--- config.mk ---
export PLATFORM = sky130hd
export DESIGN_NAME = apb4_master_bridge_flat
export DESIGN_NICKNAME = d
export VERILOG_FILES = /design/src/rtl/apb4_master_bridge_pkg.sv /design/src/rtl/apb4_master_bridge_if.sv /design/src/rtl/apb4_master_bridge_wait_timer.sv /design/src/rtl/apb4_master_bridge.sv /design/src/flat_wrapper.sv
export SDC_FILE = /design/constraint.sdc
export NUM_CORES = 1
export LEC_CHECK = 0
export ABC_AREA = 1
export BUFFER_PORTS_ARGS = -buffer_cell sky130_fd_sc_hd__buf_2
export CAP_MARGIN = 30
export CORE_MARGIN = 2
export CORE_UTILIZATION = 40
export CTS_BUF_LIST = sky130_fd_sc_hd__clkbuf_8 sky130_fd_sc_hd__clkbuf_16
export DETAILED_ROUTE_END_ITERATION = 6
export GPL_TIMING_DRIVEN = 0
export PLACE_DENSITY = 0.74
export SETUP_SLACK_MARGIN = 0.5
export SYNTH_ARGS = -nofsm -noshare
export SYNTH_HDL_FRONTEND = slang
export SYNTH_SLANG_ARGS = --single-unit
--- constraint.sdc ---
create_clock -name PCLK -period 1.1 [get_ports PCLK]
set_input_delay 0.22 -clock PCLK [delete_from_list [all_inputs] [get_ports PCLK]]
set_output_delay 0.22 -clock PCLK [all_outputs]
set_load 0.05 [all_outputs]
--- src/rtl/apb4_master_bridge_pkg.sv ---
// Shared types and widths for the APB4 requester bridge.
package apb4_master_bridge_pkg;

    localparam int unsigned ADDR_WIDTH = 32;
    localparam int unsigned DATA_WIDTH = 32;
    localparam int unsigned STRB_WIDTH = DATA_WIDTH / 8;
    localparam int unsigned PROT_WIDTH = 3;

    // Encoding is visible on the debug port, keep values stable.
    typedef enum logic [1:0] {
        IDLE   = 2'd0,
        SETUP  = 2'd1,
        ACCESS = 2'd2
    } state_e;

    // Request fields latched on accept and driven onto the APB bus.
    typedef struct packed {
        logic                  write;
        logic [ADDR_WIDTH-1:0] addr;
        logic [DATA_WIDTH-1:0] wdata;
        logic [STRB_WIDTH-1:0] strb;
        logic [PROT_WIDTH-1:0] prot;
    } apb_req_t;

endpackage

--- src/rtl/apb4_master_bridge_if.sv ---
// Requester-side and APB-side signals of the bridge, grouped with modports.
interface apb4_master_bridge_if;
    import apb4_master_bridge_pkg::*;

    logic                  transfer;
    logic                  SWRITE;
    logic [ADDR_WIDTH-1:0] SADDR;
    logic [DATA_WIDTH-1:0] SWDATA;
    logic [STRB_WIDTH-1:0] SSTRB;
    logic [PROT_WIDTH-1:0] SPROT;
    logic                  SREADY;
    logic [DATA_WIDTH-1:0] SRDATA;
    logic                  SDONE;
    logic                  SERR;

    logic                  PSEL;
    logic                  PENABLE;
    logic                  PWRITE;
    logic [ADDR_WIDTH-1:0] PADDR;
    logic [DATA_WIDTH-1:0] PWDATA;
    logic [STRB_WIDTH-1:0] PSTRB;
    logic [PROT_WIDTH-1:0] PPROT;
    logic                  PREADY;
    logic                  PSLVERR;
    logic [DATA_WIDTH-1:0] PRDATA;

    modport master (
        input  transfer, SWRITE, SADDR, SWDATA, SSTRB, SPROT,
        input  PREADY, PSLVERR, PRDATA,
        output SREADY, SRDATA, SDONE, SERR,
        output PSEL, PENABLE, PWRITE, PADDR, PWDATA, PSTRB, PPROT
    );

    modport slave (
        output transfer, SWRITE, SADDR, SWDATA, SSTRB, SPROT,
        output PREADY, PSLVERR, PRDATA,
        input  SREADY, SRDATA, SDONE, SERR,
        input  PSEL, PENABLE, PWRITE, PADDR, PWDATA, PSTRB, PPROT
    );

endinterface

--- src/rtl/apb4_master_bridge_wait_timer.sv ---
// Counts ACCESS wait states; expired flags the last allowed wait cycle (never when TIMEOUT_CYCLES=0).
module apb4_master_bridge_wait_timer #(
    parameter int unsigned TIMEOUT_CYCLES = 16
) (
    input  logic clk,
    input  logic rst_n,
    input  logic clear,
    input  logic inc,
    output logic expired
);

    localparam int unsigned CNT_W = (TIMEOUT_CYCLES > 1) ? $clog2(TIMEOUT_CYCLES) : 1;
    localparam logic [CNT_W-1:0] LIMIT = CNT_W'(TIMEOUT_CYCLES - 1);

    logic [CNT_W-1:0] count_q;

    always_ff @(posedge clk or negedge rst_n) begin
        if (!rst_n) begin
            count_q <= '0;
        end else if (clear) begin
            count_q <= '0;
        end else if (inc) begin
            count_q <= count_q + CNT_W'(1);
        end
    end

    assign expired = (TIMEOUT_CYCLES != 0) && (count_q == LIMIT);

endmodule

--- src/rtl/apb4_master_bridge.sv ---
// APB4 requester: turns single-cycle requests into SETUP/ACCESS transfers with wait-state timeout.
module apb4_master_bridge
    import apb4_master_bridge_pkg::*;
#(
    parameter int unsigned TIMEOUT_CYCLES = 16
) (
    input  logic                PCLK,
    input  logic                PRESETn,
    apb4_master_bridge_if.master bus,
    output state_e              cs
);

    state_e                state_q, state_d;
    apb_req_t              req_q, req_d;
    logic                  psel_q, psel_d;
    logic                  penable_q, penable_d;
    logic                  sdone_q, sdone_d;
    logic                  serr_q, serr_d;
    logic [DATA_WIDTH-1:0] srdata_q, srdata_d;
    logic                  sready_c;
    logic                  accept;
    logic                  expired;

    assign sready_c = (state_q == IDLE) || ((state_q == ACCESS) && bus.PREADY);
    assign accept   = bus.transfer && sready_c;

    apb4_master_bridge_wait_timer #(
        .TIMEOUT_CYCLES(TIMEOUT_CYCLES)
    ) u_wait_timer (
        .clk    (PCLK),
        .rst_n  (PRESETn),
        .clear  (state_q == SETUP),
        .inc    ((state_q == ACCESS) && !bus.PREADY),
        .expired(expired)
    );

    // Next-state and registered-output logic.
    always_comb begin
        state_d   = state_q;
        req_d     = req_q;
        sdone_d   = 1'b0;
        serr_d    = 1'b0;
        srdata_d  = srdata_q;

        unique case (state_q)
            IDLE: begin
                if (accept) state_d = SETUP;
            end
            SETUP: begin
                state_d = ACCESS;
            end
            ACCESS: begin
                if (bus.PREADY) begin
                    sdone_d = 1'b1;
                    serr_d  = bus.PSLVERR;
                    if (!req_q.write) srdata_d = bus.PRDATA;
                    state_d = accept ? SETUP : IDLE;
                end else if (expired) begin
                    sdone_d = 1'b1;
                    serr_d  = 1'b1;
                    state_d = IDLE;
                end
            end
            default: state_d = IDLE;
        endcase

        // Read strobes are forced low on the bus.
        if (accept) begin
            req_d.write = bus.SWRITE;
            req_d.addr  = bus.SADDR;
            req_d.wdata = bus.SWDATA;
            req_d.strb  = bus.SWRITE ? bus.SSTRB : STRB_WIDTH'(0);
            req_d.prot  = bus.SPROT;
        end

        psel_d    = (state_d != IDLE);
        penable_d = (state_d == ACCESS);
    end

    always_ff @(posedge PCLK or negedge PRESETn) begin
        if (!PRESETn) begin
            state_q   <= IDLE;
            req_q     <= '0;
            psel_q    <= 1'b0;
            penable_q <= 1'b0;
            sdone_q   <= 1'b0;
            serr_q    <= 1'b0;
            srdata_q  <= '0;
        end else begin
            state_q   <= state_d;
            req_q     <= req_d;
            psel_q    <= psel_d;
            penable_q <= penable_d;
            sdone_q   <= sdone_d;
            serr_q    <= serr_d;
            srdata_q  <= srdata_d;
        end
    end

    assign bus.SREADY  = sready_c;
    assign bus.SRDATA  = srdata_q;
    assign bus.SDONE   = sdone_q;
    assign bus.SERR    = serr_q;
    assign bus.PSEL    = psel_q;
    assign bus.PENABLE = penable_q;
    assign bus.PWRITE  = req_q.write;
    assign bus.PADDR   = req_q.addr;
    assign bus.PWDATA  = req_q.wdata;
    assign bus.PSTRB   = req_q.strb;
    assign bus.PPROT   = req_q.prot;
    assign cs          = state_q;

endmodule

--- src/flat_wrapper.sv ---
// flat-port wrapper written by rule: the top's interface ports become plain ports
module apb4_master_bridge_flat import apb4_master_bridge_pkg::*;
#(
    parameter int unsigned TIMEOUT_CYCLES = 16
)
  (PCLK, PRESETn, cs, bus_transfer, bus_SWRITE, bus_SADDR, bus_SWDATA, bus_SSTRB, bus_SPROT, bus_PREADY, bus_PSLVERR, bus_PRDATA, bus_SREADY, bus_SRDATA, bus_SDONE, bus_SERR, bus_PSEL, bus_PENABLE, bus_PWRITE, bus_PADDR, bus_PWDATA, bus_PSTRB, bus_PPROT);
  apb4_master_bridge_if bus_i ();
  input  logic PCLK;
  input  logic PRESETn;
  output state_e cs;
  input wire logic [$bits(bus_i.transfer)-1:0] bus_transfer;
  input wire logic [$bits(bus_i.SWRITE)-1:0] bus_SWRITE;
  input wire logic [$bits(bus_i.SADDR)-1:0] bus_SADDR;
  input wire logic [$bits(bus_i.SWDATA)-1:0] bus_SWDATA;
  input wire logic [$bits(bus_i.SSTRB)-1:0] bus_SSTRB;
  input wire logic [$bits(bus_i.SPROT)-1:0] bus_SPROT;
  input wire logic [$bits(bus_i.PREADY)-1:0] bus_PREADY;
  input wire logic [$bits(bus_i.PSLVERR)-1:0] bus_PSLVERR;
  input wire logic [$bits(bus_i.PRDATA)-1:0] bus_PRDATA;
  output wire logic [$bits(bus_i.SREADY)-1:0] bus_SREADY;
  output wire logic [$bits(bus_i.SRDATA)-1:0] bus_SRDATA;
  output wire logic [$bits(bus_i.SDONE)-1:0] bus_SDONE;
  output wire logic [$bits(bus_i.SERR)-1:0] bus_SERR;
  output wire logic [$bits(bus_i.PSEL)-1:0] bus_PSEL;
  output wire logic [$bits(bus_i.PENABLE)-1:0] bus_PENABLE;
  output wire logic [$bits(bus_i.PWRITE)-1:0] bus_PWRITE;
  output wire logic [$bits(bus_i.PADDR)-1:0] bus_PADDR;
  output wire logic [$bits(bus_i.PWDATA)-1:0] bus_PWDATA;
  output wire logic [$bits(bus_i.PSTRB)-1:0] bus_PSTRB;
  output wire logic [$bits(bus_i.PPROT)-1:0] bus_PPROT;
  assign bus_i.transfer = bus_transfer;
  assign bus_i.SWRITE = bus_SWRITE;
  assign bus_i.SADDR = bus_SADDR;
  assign bus_i.SWDATA = bus_SWDATA;
  assign bus_i.SSTRB = bus_SSTRB;
  assign bus_i.SPROT = bus_SPROT;
  assign bus_i.PREADY = bus_PREADY;
  assign bus_i.PSLVERR = bus_PSLVERR;
  assign bus_i.PRDATA = bus_PRDATA;
  assign bus_SREADY = bus_i.SREADY;
  assign bus_SRDATA = bus_i.SRDATA;
  assign bus_SDONE = bus_i.SDONE;
  assign bus_SERR = bus_i.SERR;
  assign bus_PSEL = bus_i.PSEL;
  assign bus_PENABLE = bus_i.PENABLE;
  assign bus_PWRITE = bus_i.PWRITE;
  assign bus_PADDR = bus_i.PADDR;
  assign bus_PWDATA = bus_i.PWDATA;
  assign bus_PSTRB = bus_i.PSTRB;
  assign bus_PPROT = bus_i.PPROT;
  apb4_master_bridge #(.TIMEOUT_CYCLES(TIMEOUT_CYCLES)) u_core (.PCLK(PCLK), .PRESETn(PRESETn), .bus(bus_i), .cs(cs));
endmodule
-- Word level (Yosys, flattened, before mapping)
Cells that the tools add are included.
- add/sub/neg operators: 1
- multipliers: 0
- div/mod/pow operators: 0
- magnitude comparators: 0
- equal/unequal tests: 4
- shifts and indexed selects: 0
- muxes and demuxes: 13
- bitwise logic cells: 1
- reductions and logical operators: 9
- operator list (operator ; number):
    $mux W4 ; 3
    $mux W1 ; 6
    $mux W2 ; 3
    $pmux W2 S3 ; 1
    $add A4 B1 Y4 const B ; 1
    $eq A2 B2 Y1 const B ; 2
    $eq A4 B4 Y1 const B ; 1
    $reduce_bool A2 Y1 ; 2
    $logic_and A1 B1 Y1 ; 3
    $reduce_and A3 Y1 ; 1
    $eq A2 B1 Y1 const B ; 1
    $logic_not A2 Y1 ; 1
    $logic_not A1 Y1 ; 1
    $logic_or A1 B1 Y1 ; 1
    $not A1 Y1 ; 1
- register bits: 114
- latch bits: 0
- RAM bits: 0
- bits in read-only memories: 0
- input bits: 109
- output and inout port bits: 111
- memories kept: 0

-- Longest topological paths before layout
- depth after elaboration: 8
- gate-level depth with buffers: 8
- depth with buffers taken out: 6

-- By module
Synthesis repeated with hierarchy kept, for this count alone.
- cells, all modules: 517
- area, all modules: 4694.5 µm²
- modules (own cells, without submodules) (module ; instances ; cells an instance ; area an instance (µm²) ; sequential area each (µm²)):
    apb4_master_bridge ; 1 ; 491 ; 4483.0 ; 2752.6
    apb4_master_bridge_wait_timer ; 1 ; 26 ; 211.5 ; 100.1

-- Worst setup path before layout
Ideal clock, no wire load.
- path type: register -> output
- start point: reg u_core.state_q[0] (netlist: u_core.cs[0])
- end point: out bus_SREADY
- arrival: 1.445 ns
- required time: 0.880 ns
- slack: -0.565 ns
- stages on the path, launching flop included: 2
- buffers on the path: 0
- cells stage by stage: dfrtp_1 > a21oi_1
- cells in the longest elaborated chain, start to end: 3
- ends and longest elaborated chain (what ; line ; source):
    start: declaration ; apb4_master_bridge.sv:13 ; state_e state_q, state_d;
    start signal: assignment ; apb4_master_bridge.sv:90 ; state_q <= state_d;
    $eq A2 B2 Y1 ; apb4_master_bridge.sv:24 ; assign sready_c = (state_q == IDLE) || ((state_q == ACCESS) && bus.PREADY);
    $logic_and A1 B1 Y1 ; apb4_master_bridge.sv:24 ;
    $logic_or A1 B1 Y1 (*) ; apb4_master_bridge.sv:24 ;
    end: declaration ; flat_wrapper.sv:20 ; output wire logic [$bits(bus_i.SREADY)-1:0] bus_SREADY;
Every way passes the cells marked *; elsewhere a longest branch is shown, timed or not.

-- Worst setup path in the final report
Same ends and word-level chain as after synthesis.

==> reports/summary.txt <==
Slew headroom: 66.4%
DR WL/cell: 16.7 um
Synth cell types: 17
GRT overflow: 0
Mapped Area: 4400 um^2
Setup slack, reg-to-reg: -0.34 ns
Number of I/O pins: 220
Synth Area in Simple Gates: 29.8%
Status: complete, but fails checks
CORE AREA: 10800 um^2
Via count: 5067
CP max stage cell: dfrtp_2
Gpl congestion: 0.761
Combinational family with the most area after synthesis: simple AND/OR/NAND/NOR gates
Yosys reg bits: 114
CP endpoint kind: output port
Unrepaired setup endpoints after global routing: true
Die Y: 109 um
CP Launch Type: flop
HP Class: primary input to asynchronous set/reset pin
Synth cell count leaders: nand2_1 (287), dfrtp_1 (114), nand3_1 (38)
PnR worst setup slack: -0.401 ns
Largest net degree at the start of global routing: 63
Site row count: 38
DRC viols: 0
Antenna violations before repair: 2
Non-filler cells, final: 1037
Final setup violation count: 225
Mux cell area share after synthesis: 0.228%
Clock Skews: 0.0108 ns
Area growth, synth to finish: 99.4%
Syn Nets: 599
Area leader, netlist: dfrtp_1
Synth warnings: 0
CTS Buf Count: 17
Worst vdd ir: 1.80 mV
Ys async rst share: 100%
Top cell family by delay on the critical path: flip-flops
WL final: 17.3 mm
Clock tree buffer depth: 2
CTS Hold Bufs: 102
Max Fclk: 0.666 GHz
Nets: 991
WS Path Type: flop to output port
Violated checks: hold timing, setup timing
Buffers on Ports: 219
Period utilisation layout: 136%
First-pass DRT Iterations: 5
DP HPWL: 8.32 mm
Synth top area share: 64.9%
Post-synthesis sequential area ratio: 64.9%
Measured slew at the worst slew-check pin: 0.504 ns
Syn_area_per_cell: 8.99 um^2
CTS sink cnt: 114
Post-synth EDFFs: 0
Crit path buffers/inverters: 1
Setup TNS: -52.88 ns
Global-route wire length before repair: 25.5 mm
Max-cap viol count: 0
Share of cells above drive strength 1: 49.1%
PD cells: 2650 nW/um^2
Cells after synthesis: 489
WHS: -0.326 ns
Clock transition at path regs: 0.06 ns
Via density: 4.89
Data arrival, critical path: 1.28 ns
Worst Path Required: 0.88 ns
Initial Util: 40.7%
Post-Synth Adder-Cell Area: 0.285%
Worst path max stage delay: 0.44 ns
1st-iter DRT viols: 340
H-tree depth: 4
Clock Latency Late Sink: 0.51 ns
CTS root buffer: clkbuf_8
Synth Area in Compound Gates: 0.797%
ANT nets after route: 0
Synth Flop Type: dfrtp_1
Vias in the first global route: 5239
Die area: 11800 um^2
Most common cell in the netlist: nand2_1
Crit-path max FO: 4
Hold Fails Final Rpt: 54
Slew Limit Fails: 0
Area share of xor/xnor cells in the synthesized design: 0.199%
Leakage power: 4.57 nW
GR Util All Layers: 28.4%
# placed instances: 849
Period minus WS final: 1.50 ns
Die X: 109 um
Leading post-synthesis cells by cell area: dfrtp_1 (65%), nand2_1 (25%), nand3_1 (4.3%)
Critical path, cell by cell: a21oi_2 -> buf_6
CTS tree: done
## repair_timing
| item | CTS | global route |
|---|---|---|
| endpoints found under the setup margin | 225 | 287 |
| setup buffers | 23 | 19 |
| cloned | 9 | 0 |
| resized for setup | 272 | 16 |
| hold endpoints to repair | 157 | 53 |
| pin swaps | 3 | 1 |
## per-layer routing
metal  GRT usage (%)  routed length (um)  vias to the layer above
met2            52.3                9510                      274
met1            29.9                6140                     2445
met5               0                   0                        -
li1                -                   -                     2306
met4            12.5                 484                        0
met3            8.49                1210                       42
## worst register-to-register path: stages (launching register included)
cell and delay [ns]:
dfrtp_2 0.38, buf_4 0.12, buf_4 0.12, inv_4 0.04, nor2_4 0.20, nand2_4 0.16
buf_6 0.17, nand2_1 0.07, nand2_1 0.07
## through the flow
step | utilization (%) | cell area (um^2) | total power, mW | setup slack [ns]
floorplan | - | 4570 | 12.5 | -0.187
global placement | 54.2 | 5840 | 14.4 | -1.70
detailed placement | 54.4 | 5870 | 14.5 | -0.337
CTS | 79.3 | 8560 | 22.6 | -0.374
global route | 81.2 | 8760 | 24.2 | -0.455
finish | 81.2 | 8770 | 23.2 | -0.401
## final cells by class
type	count	area (um^2)
buffer	24	248
clock inverter	9	90.1
antenna	3	7.51
timing repair inverter	1	6.26
sequential	114	2980
timing repair buffer	372	3290
tap	140	175
inverter	7	36.3
fill	568	2030
multi-input combinational	344	1430
clock buffer	23	497
## power by group
part	leakage [nW]	total (mW)	internal, mW	switching, mW
registers	1.30	6.79	5.71	1.08
clock network	0.309	5.36	3.54	1.82
logic	2.96	11.1	4.17	6.91
total	4.57	23.2	13.4	9.81
## placed cells by master, fill, tap and decap left out, types with 5 or more instances in the layout
cell and count:
inv_1 7, dfrtp_2 100, buf_8 10, clkbuf_16 16, buf_2 112, buf_4 37
nor2_1 5, nand3_1 36, clkbuf_8 7, nand2_1 282, dfrtp_1 14, dlygate4sd3_1 102
buf_6 133
## registers in the layout (all words and copies together), names as in the netlist
name / count
u_core.cs: 2
u_core.u_wait_timer.count_q: 4
u_core.bus.SERR: 1
u_core.bus.SRDATA: 32
u_core.bus.PADDR: 32
u_core.bus.PWRITE: 1
u_core.bus.SDONE: 1
u_core.bus.PENABLE: 1
u_core.bus.PPROT: 3
u_core.bus.PWDATA: 32
u_core.bus.PSTRB: 4
u_core.bus.PSEL: 1
## kinds of logic after synthesis
group                    count (synthesis)
XOR/XNOR                                 1
flip-flops                             114
adder cells (fa/ha/maj)                  1
multiplexers                             1
AO/OA/AOI/OAI                            7
AND/OR/NAND/NOR                        334
buffers and inverters                   31
## path summary, 6_finish.rpt
path / startpoint / to / cells past startpoint
min in group PCLK: bus_SWRITE / u_core.bus.PWRITE$_DFFE_PN0P_ / 3
max in group asynchronous: PRESETn / u_core.bus.PADDR[11]$_DFFE_PN0P_ / 2
worst max register to register: u_core.cs[1]$_DFF_PN0_ / u_core.bus.SRDATA[22]$_DFFE_PN0P_ / 8
worst min register to register: u_core.bus.SRDATA[30]$_DFFE_PN0P_ / u_core.bus.SRDATA[30]$_DFFE_PN0P_ / 2
worst max-delay path: u_core.cs[0]$_DFF_PN0_ / bus_SREADY / 2
worst min-delay path: PRESETn / u_core.bus.PWDATA[13]$_DFFE_PN0P_ / 1
Power figures use the tool's default switching activity.
